--- src/rtl/alarm_ring_controller.sv ---
// Alarm ring sequencer: detects the alarm-time match edge, rings, snoozes a
// limited number of times and holds dismissed until the matching minute ends.
module alarm_ring_controller #(
  parameter int SNOOZE_SECS = 540,
  parameter int RING_SECS   = 60,
  parameter int MAX_SNOOZE  = 3
) (
  input  logic       CLK,
  input  logic       RESETN,
  input  logic       SEC_TICK,
  input  logic [3:0] TIME_HRS,
  input  logic [5:0] TIME_MINS,
  input  logic       TIME_AM_PM,
  input  logic [3:0] ALARM_HRS,
  input  logic [5:0] ALARM_MINS,
  input  logic       ALARM_AM_PM,
  input  logic       ALARM_ON,
  input  logic       SNOOZE,
  input  logic       STOP,
  output logic       BUZZER,
  output logic       SNOOZE_ACTIVE,
  output logic [1:0] SNOOZE_CNT,
  output logic [1:0] RING_STATE
);

  typedef enum logic [1:0] {
    IDLE      = 2'd0,
    RINGING   = 2'd1,
    SNOOZING  = 2'd2,
    DISMISSED = 2'd3
  } state_t;

  localparam logic [6:0] RING_LIM = 7'(RING_SECS);
  localparam logic [9:0] SNZ_LOAD = 10'(SNOOZE_SECS);
  localparam logic [1:0] SNZ_MAX  = 2'(MAX_SNOOZE);

  state_t     state;
  logic       match, match_d;
  logic [6:0] ring_cnt;
  logic [9:0] snz_cnt;
  logic [1:0] snz_used;

  assign match = ALARM_ON &&
                 ({TIME_AM_PM, TIME_HRS, TIME_MINS} == {ALARM_AM_PM, ALARM_HRS, ALARM_MINS});

  // Outputs are decoded from the state register, so they trail it by one edge.
  always_ff @(posedge CLK or negedge RESETN) begin
    if (!RESETN) begin
      state         <= IDLE;
      match_d       <= 1'b0;
      ring_cnt      <= '0;
      snz_cnt       <= '0;
      snz_used      <= '0;
      BUZZER        <= 1'b0;
      SNOOZE_ACTIVE <= 1'b0;
      SNOOZE_CNT    <= '0;
      RING_STATE    <= '0;
    end else begin
      match_d       <= match;
      BUZZER        <= (state == RINGING);
      SNOOZE_ACTIVE <= (state == SNOOZING);
      SNOOZE_CNT    <= snz_used;
      RING_STATE    <= state;
      case (state)
        IDLE: begin
          ring_cnt <= '0;
          snz_cnt  <= '0;
          snz_used <= '0;
          if (match && !match_d) state <= RINGING;
        end
        RINGING: begin
          if (!ALARM_ON) begin
            state    <= IDLE;
            ring_cnt <= '0;
            snz_cnt  <= '0;
            snz_used <= '0;
          end else if (STOP) begin
            state <= DISMISSED;
          end else if (SNOOZE && (snz_used < SNZ_MAX)) begin
            state    <= SNOOZING;
            snz_cnt  <= SNZ_LOAD;
            snz_used <= snz_used + 2'd1;
          end else if (SEC_TICK && (ring_cnt != RING_LIM)) begin
            ring_cnt <= ring_cnt + 7'd1;
            if (ring_cnt + 7'd1 == RING_LIM) state <= DISMISSED;
          end
        end
        SNOOZING: begin
          if (!ALARM_ON) begin
            state    <= IDLE;
            ring_cnt <= '0;
            snz_cnt  <= '0;
            snz_used <= '0;
          end else if (STOP) begin
            state <= DISMISSED;
          end else if (SEC_TICK && (snz_cnt != 10'd0)) begin
            snz_cnt <= snz_cnt - 10'd1;
            if (snz_cnt == 10'd1) begin
              state    <= RINGING;
              ring_cnt <= '0;
            end
          end
        end
        DISMISSED: begin
          // Hold until the matching minute passes so the same minute cannot re-trigger.
          if (!match) begin
            state    <= IDLE;
            ring_cnt <= '0;
            snz_cnt  <= '0;
            snz_used <= '0;
          end
        end
        default: state <= IDLE;
      endcase
    end
  end

endmodule
--- config.mk ---
export PLATFORM = sky130hd
export DESIGN_NAME = alarm_ring_controller
export DESIGN_NICKNAME = d
export VERILOG_FILES = /design/src/rtl/alarm_ring_controller.sv
export SDC_FILE = /design/constraint.sdc
export NUM_CORES = 1
export LEC_CHECK = 0
export CORE_ASPECT_RATIO = 1.1
export CORE_MARGIN = 1
export CORE_UTILIZATION = 58
export CTS_BUF_LIST = sky130_fd_sc_hd__clkbuf_4
export CTS_CLUSTER_DIAMETER = 80
export CTS_CLUSTER_SIZE = 25
export DETAILED_ROUTE_END_ITERATION = 8
export HOLD_SLACK_MARGIN = 0.05
export PLACE_DENSITY = 0.88
export SLEW_MARGIN = 20
export SYNTH_ARGS = -nofsm -noshare
export SYNTH_HDL_FRONTEND = slang
export SYNTH_SLANG_ARGS = --single-unit
--- constraint.sdc ---
create_clock -name CLK -period 6.1 [get_ports CLK]
set_clock_uncertainty 0.1 [all_clocks]
set_input_delay 0.915 -clock CLK [delete_from_list [all_inputs] [get_ports CLK]]
set_output_delay 0.915 -clock CLK [all_outputs]
set_load 0.03 [all_outputs]
==> results of run 1 <==
-- cell type report --
cell class / count / area, um^2
multi-input combinational: 141 / 1000
sequential: 28 / 701
fill: 197 / 666
timing repair buffer: 35 / 345
inverter: 12 / 45.0
tap: 33 / 41.3
clock inverter: 1 / 30.0
clock buffer: 3 / 22.5
-- placed cells by master (no fill, tap or decap), types with 7 or more instances in the layout --
| master | count |
|---|---|
| clkdlybuf4s50_1 | 33 |
| dfrtp_1 | 28 |
| nand2_1 | 13 |
| inv_1 | 12 |
| nor2_1 | 12 |
| xnor2_1 | 11 |
| o31ai_1 | 11 |
| ha_1 | 11 |
| nand4_1 | 8 |
| nand3_1 | 7 |
| a21oi_1 | 7 |
-- stage by stage --
| step | utilization, % | hold WS, ns |
|---|---|---|
| after floorplan | - | 0.278 |
| after detailed placement | 74.8 | 0.295 |
| after global routing | 76.7 | 0.338 |
| final | 76.7 | 0.326 |
| after CTS | 76.7 | 0.328 |
| after global placement | 74.8 | 0.286 |
-- power by group through the flow --
stage	combinational [mW]	clock [mW]	sequential, mW
4_1_cts	0.406	0.129	0.266
5_1_grt	0.453	0.133	0.271
3_5_place_dp	0.403	0	0.270
6_report	0.407	0.125	0.266
2_1_floorplan	0.275	0	0.289
3_3_place_gp	0.385	0	0.265
-- worst max-delay path, delay by kind of cell --
family,cells,cell delay [ns]
compound gates,1,0.28
buf+inv,1,0.68
simple gates,3,1.17
-- logic make-up after synthesis --
kind of cell / share of synthesized area (%)
flip-flops: 39.1
multiplexers: 2.93
XOR/XNOR: 5.38
AND/OR/NAND/NOR: 20.4
buffers and inverters: 4.89
adder cells (fa/ha/maj): 7.69
AO/OA/AOI/OAI: 19.6
-- flip-flops by register name (all words and copies together), names as in the netlist --
register	flops
BUZZER	1
RING_STATE	2
SNOOZE_ACTIVE	1
SNOOZE_CNT	2
match_d	1
ring_cnt	7
snz_cnt	10
snz_used	2
state	2
-- final timing paths --
| check | to | cells past startpoint |
|---|---|---|
| setup / recovery | ring_cnt[4] | 5 |
| min in group asynchronous | state[0] | 2 |
| setup reg to reg | ring_cnt[1] | 5 |
| hold / removal | SNOOZE_CNT[1] | 0 |
| max in group asynchronous | ring_cnt[3] | 2 |
| hold reg to reg | SNOOZE_CNT[1] | 0 |
-- routing by layer --
| layer | vias to the layer above | part of all wire, % | track usage [%] |
|---|---|---|---|
| met5 | - | 0 | 0 |
| met4 | 0 | 2.7 | 17.5 |
| met3 | 11 | 5.3 | 4.33 |
| met2 | 62 | 51 | 50.3 |
| met1 | 750 | 41 | 36.0 |
| li1 | 763 | - | - |
==> reports/metrics.csv, run 1 <==
metric;value;unit
outcome;complete, no violations;
pin count of the biggest net entering global routing;29;
DR vias/cell;6.27;
syn_nets;229;
Slew Limit Fails;0;
synth-to-layout area growth;22.2;%
Area after DPL;2130;um^2
Initial Util;62.8;%
crit-path cells;clkdlybuf4s50_1 -> nand4_1 -> or4_1 -> and2_1 -> a32o_1;
final instance area;2190;um^2
Placed Instances;249;
post-CTS setup repair buffer count;0;
DRT antenna net count;0;
GP Congestion;0.900;
Die W;55.0;um
Worst-Margin Slew;0.670;ns
via count;1586;
non-filler instance count after layout;253;
cell row count;20;
Clock H-tree levels;1;
Clk pwr share;15.7;%
# IOs;34;
register area share after synthesis;39.1;%
CP arrival;3.05;ns
Yosys top cell area share;39.1;%
Fin Setup TNS;0;ns
Die Area;3310;um^2
Req. time, crit path;6.25;ns
cell area after synthesis;1790;um^2
CP Launch Point;ALARM_ON;
Min Clock Period, post-route;2.91;ns
CTS Sinks;28;
sequential power share;33.3;%
worst hold path type;register to register;
port buffer count;33;
DP HPWL;3190;um
Pwr Total;0.798;mW
Int Power;0.465;mW
CP Capture Type;register;
Worst path max stage delay;0.69;ns
Worst R2R Setup Slack;3.31;ns
share of cells above drive strength 1;5.91;%
diode count;0;
maxcap violations;0;
vias in the first global route;1571;
synth warn;0;
relative slew slack;54.9;%
DR pass1 iterations;4;
post-synth cell types;41;
net switching power;0.334;mW
most common cell in the synthesized netlist;dfrtp_1;
sw frac;41.8;%
first-pass GRT wire length;7060;um
max frequency;344;MHz
DRC errors left;0;
CP Class;input port to register;
endpoints failing setup;0;
Tcrit/Tclk final;47.7;%
clock transition at the registers of the reported paths;0.14;ns
Avg Cell Area, Syn;9.42;um^2
Final Hold Vio Count;0;
Overflow after GRT;0;
Comb power frac;51.0;%
Syn Inst Count;190;
root buffer cell;clkbuf_4;
Worst-Skew Late Latency;0.35;ns
Post-Place Worst Slack;2.85;ns
asr flop ratio synth;100;%
Core Footprint;2850;um^2
GRT Total Usage;30.2;%
top cells by area, synth;dfrtp_1, ha_1, xnor2_1;
initial drt markers;100;
nets;260;
post-CTS sizing;0;
hold wc startpoint;snz_used[1];
largest fanout on the critical path;11;
number of enable flip-flop cells after synthesis;0;
initial antenna violation count;0;
Yosys reg bits;28;
Primary FF master, synth;dfrtp_1;
reg-to-reg startpoint;snz_cnt[5];
Peak VDD IR;241;uV
unrepaired setup endpoints after global routing;no;
top cells by count, synth;dfrtp_1, nand2_1, inv_1, nor2_1;
Worst path slowest cell;or4_1;
CP startpoint kind;input port;
WL final;4170;um
Die Ht;60.3;um
PD cells;365;nW/um^2
post-synth top area cell;dfrtp_1;
Lkg Pwr;0.986;nW
Avg WL per Cell;16.5;um
CTS tree;built;
# hold bufs at CTS;0;
Bufs on Longest Clock Path;2;
setup ws final;3.19;ns
Inserted Clock Buffers;3;
Note: power is estimated with default switching activity, not from simulation.
==> run 2, diff against run 1 <==
--- a/config.mk
+++ b/config.mk
@@ -7,13 +7,13 @@
 export LEC_CHECK = 0
 export CORE_ASPECT_RATIO = 1.1
 export CORE_MARGIN = 1
-export CORE_UTILIZATION = 58
+export CORE_UTILIZATION = 54
 export CTS_BUF_LIST = sky130_fd_sc_hd__clkbuf_4
 export CTS_CLUSTER_DIAMETER = 80
 export CTS_CLUSTER_SIZE = 25
 export DETAILED_ROUTE_END_ITERATION = 8
 export HOLD_SLACK_MARGIN = 0.05
-export PLACE_DENSITY = 0.88
+export PLACE_DENSITY = 0.82
 export SLEW_MARGIN = 20
 export SYNTH_ARGS = -nofsm -noshare
 export SYNTH_HDL_FRONTEND = slang
==> constraint.sdc (replaced) <==
create_clock -name CLK -period 2.85 [get_ports CLK]
set_clock_uncertainty 0.1 [all_clocks]
set_input_delay 0.4275 -clock CLK [delete_from_list [all_inputs] [get_ports CLK]]
set_output_delay 0.4275 -clock CLK [all_outputs]
set_load 0.03 [all_outputs]
==> run 2 against run 1 <==
The run now ends with DRC left. Worst setup slack got worse by 3.1 ns. Sequential share of layout area fell by 0.13 points. Die area rose by 7.1%. First-iteration DRC count fell by 31%. Largest power group unchanged.
==> reports/metrics.csv, run 2 (synthesized netlist as in run 1, its figures left out) <==
metric;value;unit
outcome;complete, but fails checks;
failing checks;DRC;
GRT Total Usage;24.7;%
DR pass1 iterations;6;
root buffer cell;clkbuf_4;
Req. time, crit path;3.01;ns
Worst R2R Setup Slack;0.13;ns
Min Clock Period, post-route;2.72;ns
worst reg-to-reg path cell count;5;
net switching power;0.707;mW
CP startpoint kind;register;
initial drt markers;69;
post-CTS sizing;0;
WL final;4050;um
Inserted Clock Buffers;3;
Clk pwr share;9.8;%
endpoints failing setup;0;
# IOs;34;
CP arrival;2.88;ns
Lkg Pwr;0.996;nW
Core Footprint;3100;um^2
GP Congestion;0.812;
sequential power share;34.9;%
PD cells;744;nW/um^2
largest registers;snz_cnt: 10 flops, ring_cnt: 7 flops;
Final Hold Vio Count;0;
largest fanout on the critical path;7;
Avg WL per Cell;15.7;um
Int Power;0.927;mW
synth-to-layout area growth;22.6;%
Hold Slack;0.330;ns
maxcap violations;0;
Clock H-tree levels;1;
Worst-Skew Late Latency;0.32;ns
max frequency;367;MHz
DRC errors left;2;
post-CTS setup repair buffer count;0;
Worst-Margin Slew;0.653;ns
max reg flops;10;
Tcrit/Tclk final;95.6;%
Final Core Density;70.8;%
sw frac;43.3;%
DP HPWL;3160;um
hold endpoint;SNOOZE_CNT[1];
CP Class;register to register;
reg-to-reg startpoint;snz_cnt[5];
WHS Path Cells;0;
DR vias/cell;6.14;
DRT antenna net count;0;
clock transition at the registers of the reported paths;0.15;ns
CP Capture Type;register;
most frequent cells in the layout;clkdlybuf4s50_1, dfrtp_1, nand2_1;
Die Ht;62.4;um
# hold bufs at CTS;0;
unrepaired setup endpoints after global routing;no;
Initial Util;57.7;%
first-pass GRT wire length;7060;um
initial antenna violation count;0;
Peak VDD IR;437;uV
Bufs on Longest Clock Path;2;
port buffer count;33;
Slew Limit Fails;0;
Fin Setup TNS;0;ns
Pwr Total;1.63;mW
cell row count;21;
CTS tree;built;
Comb power frac;55.3;%
commonest non-fill, non-tap cell in the layout;clkdlybuf4s50_1;
CTS Sinks;28;
nets;265;
hold wc startpoint;snz_used[1];
vias in the first global route;1611;
share of cells above drive strength 1;7.59;%
Most flops, register;snz_cnt;
via count;1583;
worst hold path type;register to register;
diode count;0;
Die Area;3550;um^2
relative slew slack;55.9;%
Die W;56.9;um
RR Endpoint;ring_cnt[1];
pin count of the biggest net entering global routing;29;
Overflow after GRT;0;
-- run 2: cell types whose count changed in the layout (fill, tap and decap cells not counted), sizes merged --
cell	change
buf	+5
bufinv	-1
-- run 2: how the worst max path moves through the flow --
stage / depth (start not counted) / start / to / slack [ns]
2_1_floorplan: 7 / snz_cnt[5] / ring_cnt[1] / 0.31
3_3_place_gp: 5 / snz_cnt[5] / ring_cnt[1] / 0.25
3_5_place_dp: 5 / snz_cnt[5] / ring_cnt[1] / 0.17
4_1_cts: 5 / snz_cnt[5] / ring_cnt[1] / 0.13
5_1_grt: 5 / snz_cnt[5] / ring_cnt[1] / 0.02
6_report: 5 / snz_cnt[5] / ring_cnt[1] / 0.13
-- run 2: power by group through the flow --
stage | Clock, mW | Sequential (mW) | Combinational [mW]
floorplan | 0 | 0.618 | 0.589
global placement | 0 | 0.569 | 0.866
detailed placement | 0 | 0.578 | 0.889
CTS | 0.164 | 0.569 | 0.894
global route | 0.181 | 0.582 | 0.999
finish | 0.161 | 0.570 | 0.903
-- run 2: cell type report --
class	count	area (um^2)
repair buffers	40	383
fillers	230	905
flip-flops and latches	28	701
well taps	34	42.5
multi-input cells	141	1000
clock buffers	3	22.5
inverters	12	45.0
-- run 2: stage by stage --
step	cells	cell area [um^2]	setup WS, ns
floorplan	190	1790	0.307
global placement	255	2170	0.248
detailed placement	255	2170	0.171
CTS	258	2200	0.132
global route	258	2200	0.0158
finish	258	2200	0.126
-- run 2: routing by layer --
metal,up-vias,share of wire (%),GRT usage (%)
met5,-,0,0
met4,0,0.99,7.01
met3,5,2.9,2.28
met2,36,51,43.2
met1,770,45,32.2
li1,772,-,-
-- run 2: critical path: stages, from the launching register on --
cell	delay [ns]
dfrtp_1	0.44
or4_1	0.56
or4_4	0.56
a221oi_4	0.42
and2_1	0.35
mux2i_1	0.23
==> run 3, diff against run 2 <==
--- a/config.mk
+++ b/config.mk
@@ -13,7 +13,7 @@
 export CTS_CLUSTER_SIZE = 25
 export DETAILED_ROUTE_END_ITERATION = 8
 export HOLD_SLACK_MARGIN = 0.05
-export PLACE_DENSITY = 0.82
+export PLACE_DENSITY = 0.8
 export SLEW_MARGIN = 20
 export SYNTH_ARGS = -nofsm -noshare
 export SYNTH_HDL_FRONTEND = slang
==> constraint.sdc (replaced) <==
create_clock -name CLK -period 2.85 [get_ports CLK]
set_clock_uncertainty 0.1 [all_clocks]
set_input_delay 0.285 -clock CLK [delete_from_list [all_inputs] [get_ports CLK]]
set_output_delay 0.285 -clock CLK [all_outputs]
set_load 0.03 [all_outputs]
==> run 3 against run 2 <==
The run still ends with DRC left. Critical path depth stayed put. Clock-buffer cell count unchanged. Clock power is 2% higher. Die area unchanged. Total power fell by 0.44%. Sequential power is essentially flat. Register-to-register slack better by 0.02 ns. Highest routed layer unchanged. Utilization is 0.36 points lower. Maximum frequency rose by 0.63%. Global-route usage decreased by 0.97 points. Largest cell class unchanged. Via count fell by 0.19%.
==> reports/metrics.csv, run 3 (synthesized netlist as in run 1, its figures left out) <==
metric;value;unit
outcome;complete, but fails checks;
failing checks;DRC;
Fin Setup TNS;0;ns
Tcrit/Tclk final;95.0;%
Slew Limit Fails;0;
diode count;0;
Core Footprint;3100;um^2
Die Ht;62.4;um
CTS tree;built;
clock transition at the registers of the reported paths;0.15;ns
DP HPWL;3030;um
cell row count;21;
# hold bufs at CTS;0;
max frequency;369;MHz
initial drt markers;130;
root buffer cell;clkbuf_4;
CP startpoint kind;register;
largest registers;snz_cnt: 10 flops, ring_cnt: 7 flops;
DRC errors left;6;
Min Clock Period, post-route;2.71;ns
CP Capture Type;register;
DR vias/cell;6.15;
maxcap violations;0;
Initial Util;57.7;%
Inserted Clock Buffers;3;
commonest non-fill, non-tap cell in the layout;clkdlybuf4s50_1;
max reg flops;10;
port buffer count;33;
post-CTS setup repair buffer count;0;
share of cells above drive strength 1;6.73;%
Most flops, register;snz_cnt;
DRT antenna net count;0;
RR Endpoint;ring_cnt[1];
worst reg-to-reg path cell count;5;
Worst-Skew Late Latency;0.32;ns
CTS Sinks;28;
vias in the first global route;1594;
post-CTS sizing;0;
largest fanout on the critical path;7;
Die W;56.9;um
Peak VDD IR;349;uV
Overflow after GRT;0;
Avg WL per Cell;14.9;um
synth-to-layout area growth;22.0;%
Final Hold Vio Count;0;
# fillers;240;
PD cells;745;nW/um^2
Area after DPL;2160;um^2
GRT Total Usage;23.7;%
Worst-Margin Slew;0.658;ns
first-pass GRT wire length;6890;um
Clock H-tree levels;1;
via count;1580;
endpoints failing setup;0;
relative slew slack;55.7;%
Worst R2R Setup Slack;0.14;ns
Bufs on Longest Clock Path;2;
initial antenna violation count;0;
Die Area;3550;um^2
# IOs;34;
CP arrival;2.87;ns
CP Class;register to register;
final instance area;2180;um^2
pin count of the biggest net entering global routing;29;
GP Congestion;0.853;
Req. time, crit path;3.01;ns
Lkg Pwr;0.989;nW
reg-to-reg startpoint;snz_cnt[5];
unrepaired setup endpoints after global routing;no;
WL final;3830;um
nets;263;
most frequent cells in the layout;clkdlybuf4s50_1, dfrtp_1, nand2_1;
worst hold path type;input port to asynchronous set/reset pin;
DR pass1 iterations;6;
[run 3: cell count changes in the layout (fill, tap and decap cells not counted)]
cell	delta
buf_4	-2
clkinv_1	+1
[run 3: per-stage QoR]
step           total power, mW  hold slack (ns)  worst slack [ns]  std cells  utilization, %
2_1_floorplan             1.21           -0.111             0.307        190               -
3_3_place_gp              1.45            0.302             0.265        253            69.6
3_5_place_dp              1.46            0.303             0.170        253            69.6
4_1_cts                   1.63            0.228             0.142        257            70.5
5_1_grt                   1.76            0.244            0.0168        257            70.5
6_report                  1.63            0.217             0.143        257            70.5
[run 3: area by class of cell]
type	instances	area (um^2)	share of cell area, %
Clock buffer	3	22.5	1.03
Tap cell	34	42.5	1.95
Inverter	12	45.0	2.06
Sequential cell	28	701	32.1
Multi-Input combinational cell	141	1000	45.9
Clock inverter	1	3.75	0.172
Timing Repair Buffer	38	368	16.8
[run 3: worst max-delay path by stage]
stage	from	end	slack, ns	cells after the start
after global routing	snz_cnt[5]	ring_cnt[1]	0.02	5
after CTS	snz_cnt[5]	ring_cnt[1]	0.14	5
after global placement	snz_cnt[5]	ring_cnt[1]	0.27	5
final	snz_cnt[5]	ring_cnt[1]	0.14	5
after floorplan	snz_cnt[5]	ring_cnt[1]	0.31	7
after detailed placement	snz_cnt[5]	ring_cnt[1]	0.17	5
[run 3: worst max-delay path: stages (launching register included)]
cell and delay, ns:
dfrtp_1 0.45, or4_1 0.56, or4_4 0.56, a221oi_4 0.41, and2_1 0.34, mux2i_1 0.22
[run 3: power by group]
group	internal, mW	leakage [nW]	total, mW	switching, mW
sequential	0.492	0.378	0.571	0.0790
clock	0.0512	0.0154	0.165	0.114
combinational	0.386	0.596	0.891	0.505
[run 3: layer usage]
metal / global-route usage, % / routed length [um] / vias to the layer above
li1: - / - / 767
met1: 30.9 / 1720 / 780
met2: 42.2 / 1990 / 31
met3: 2.48 / 100 / 2
met4: 4.88 / 17 / 0
met5: 0 / 0 / -
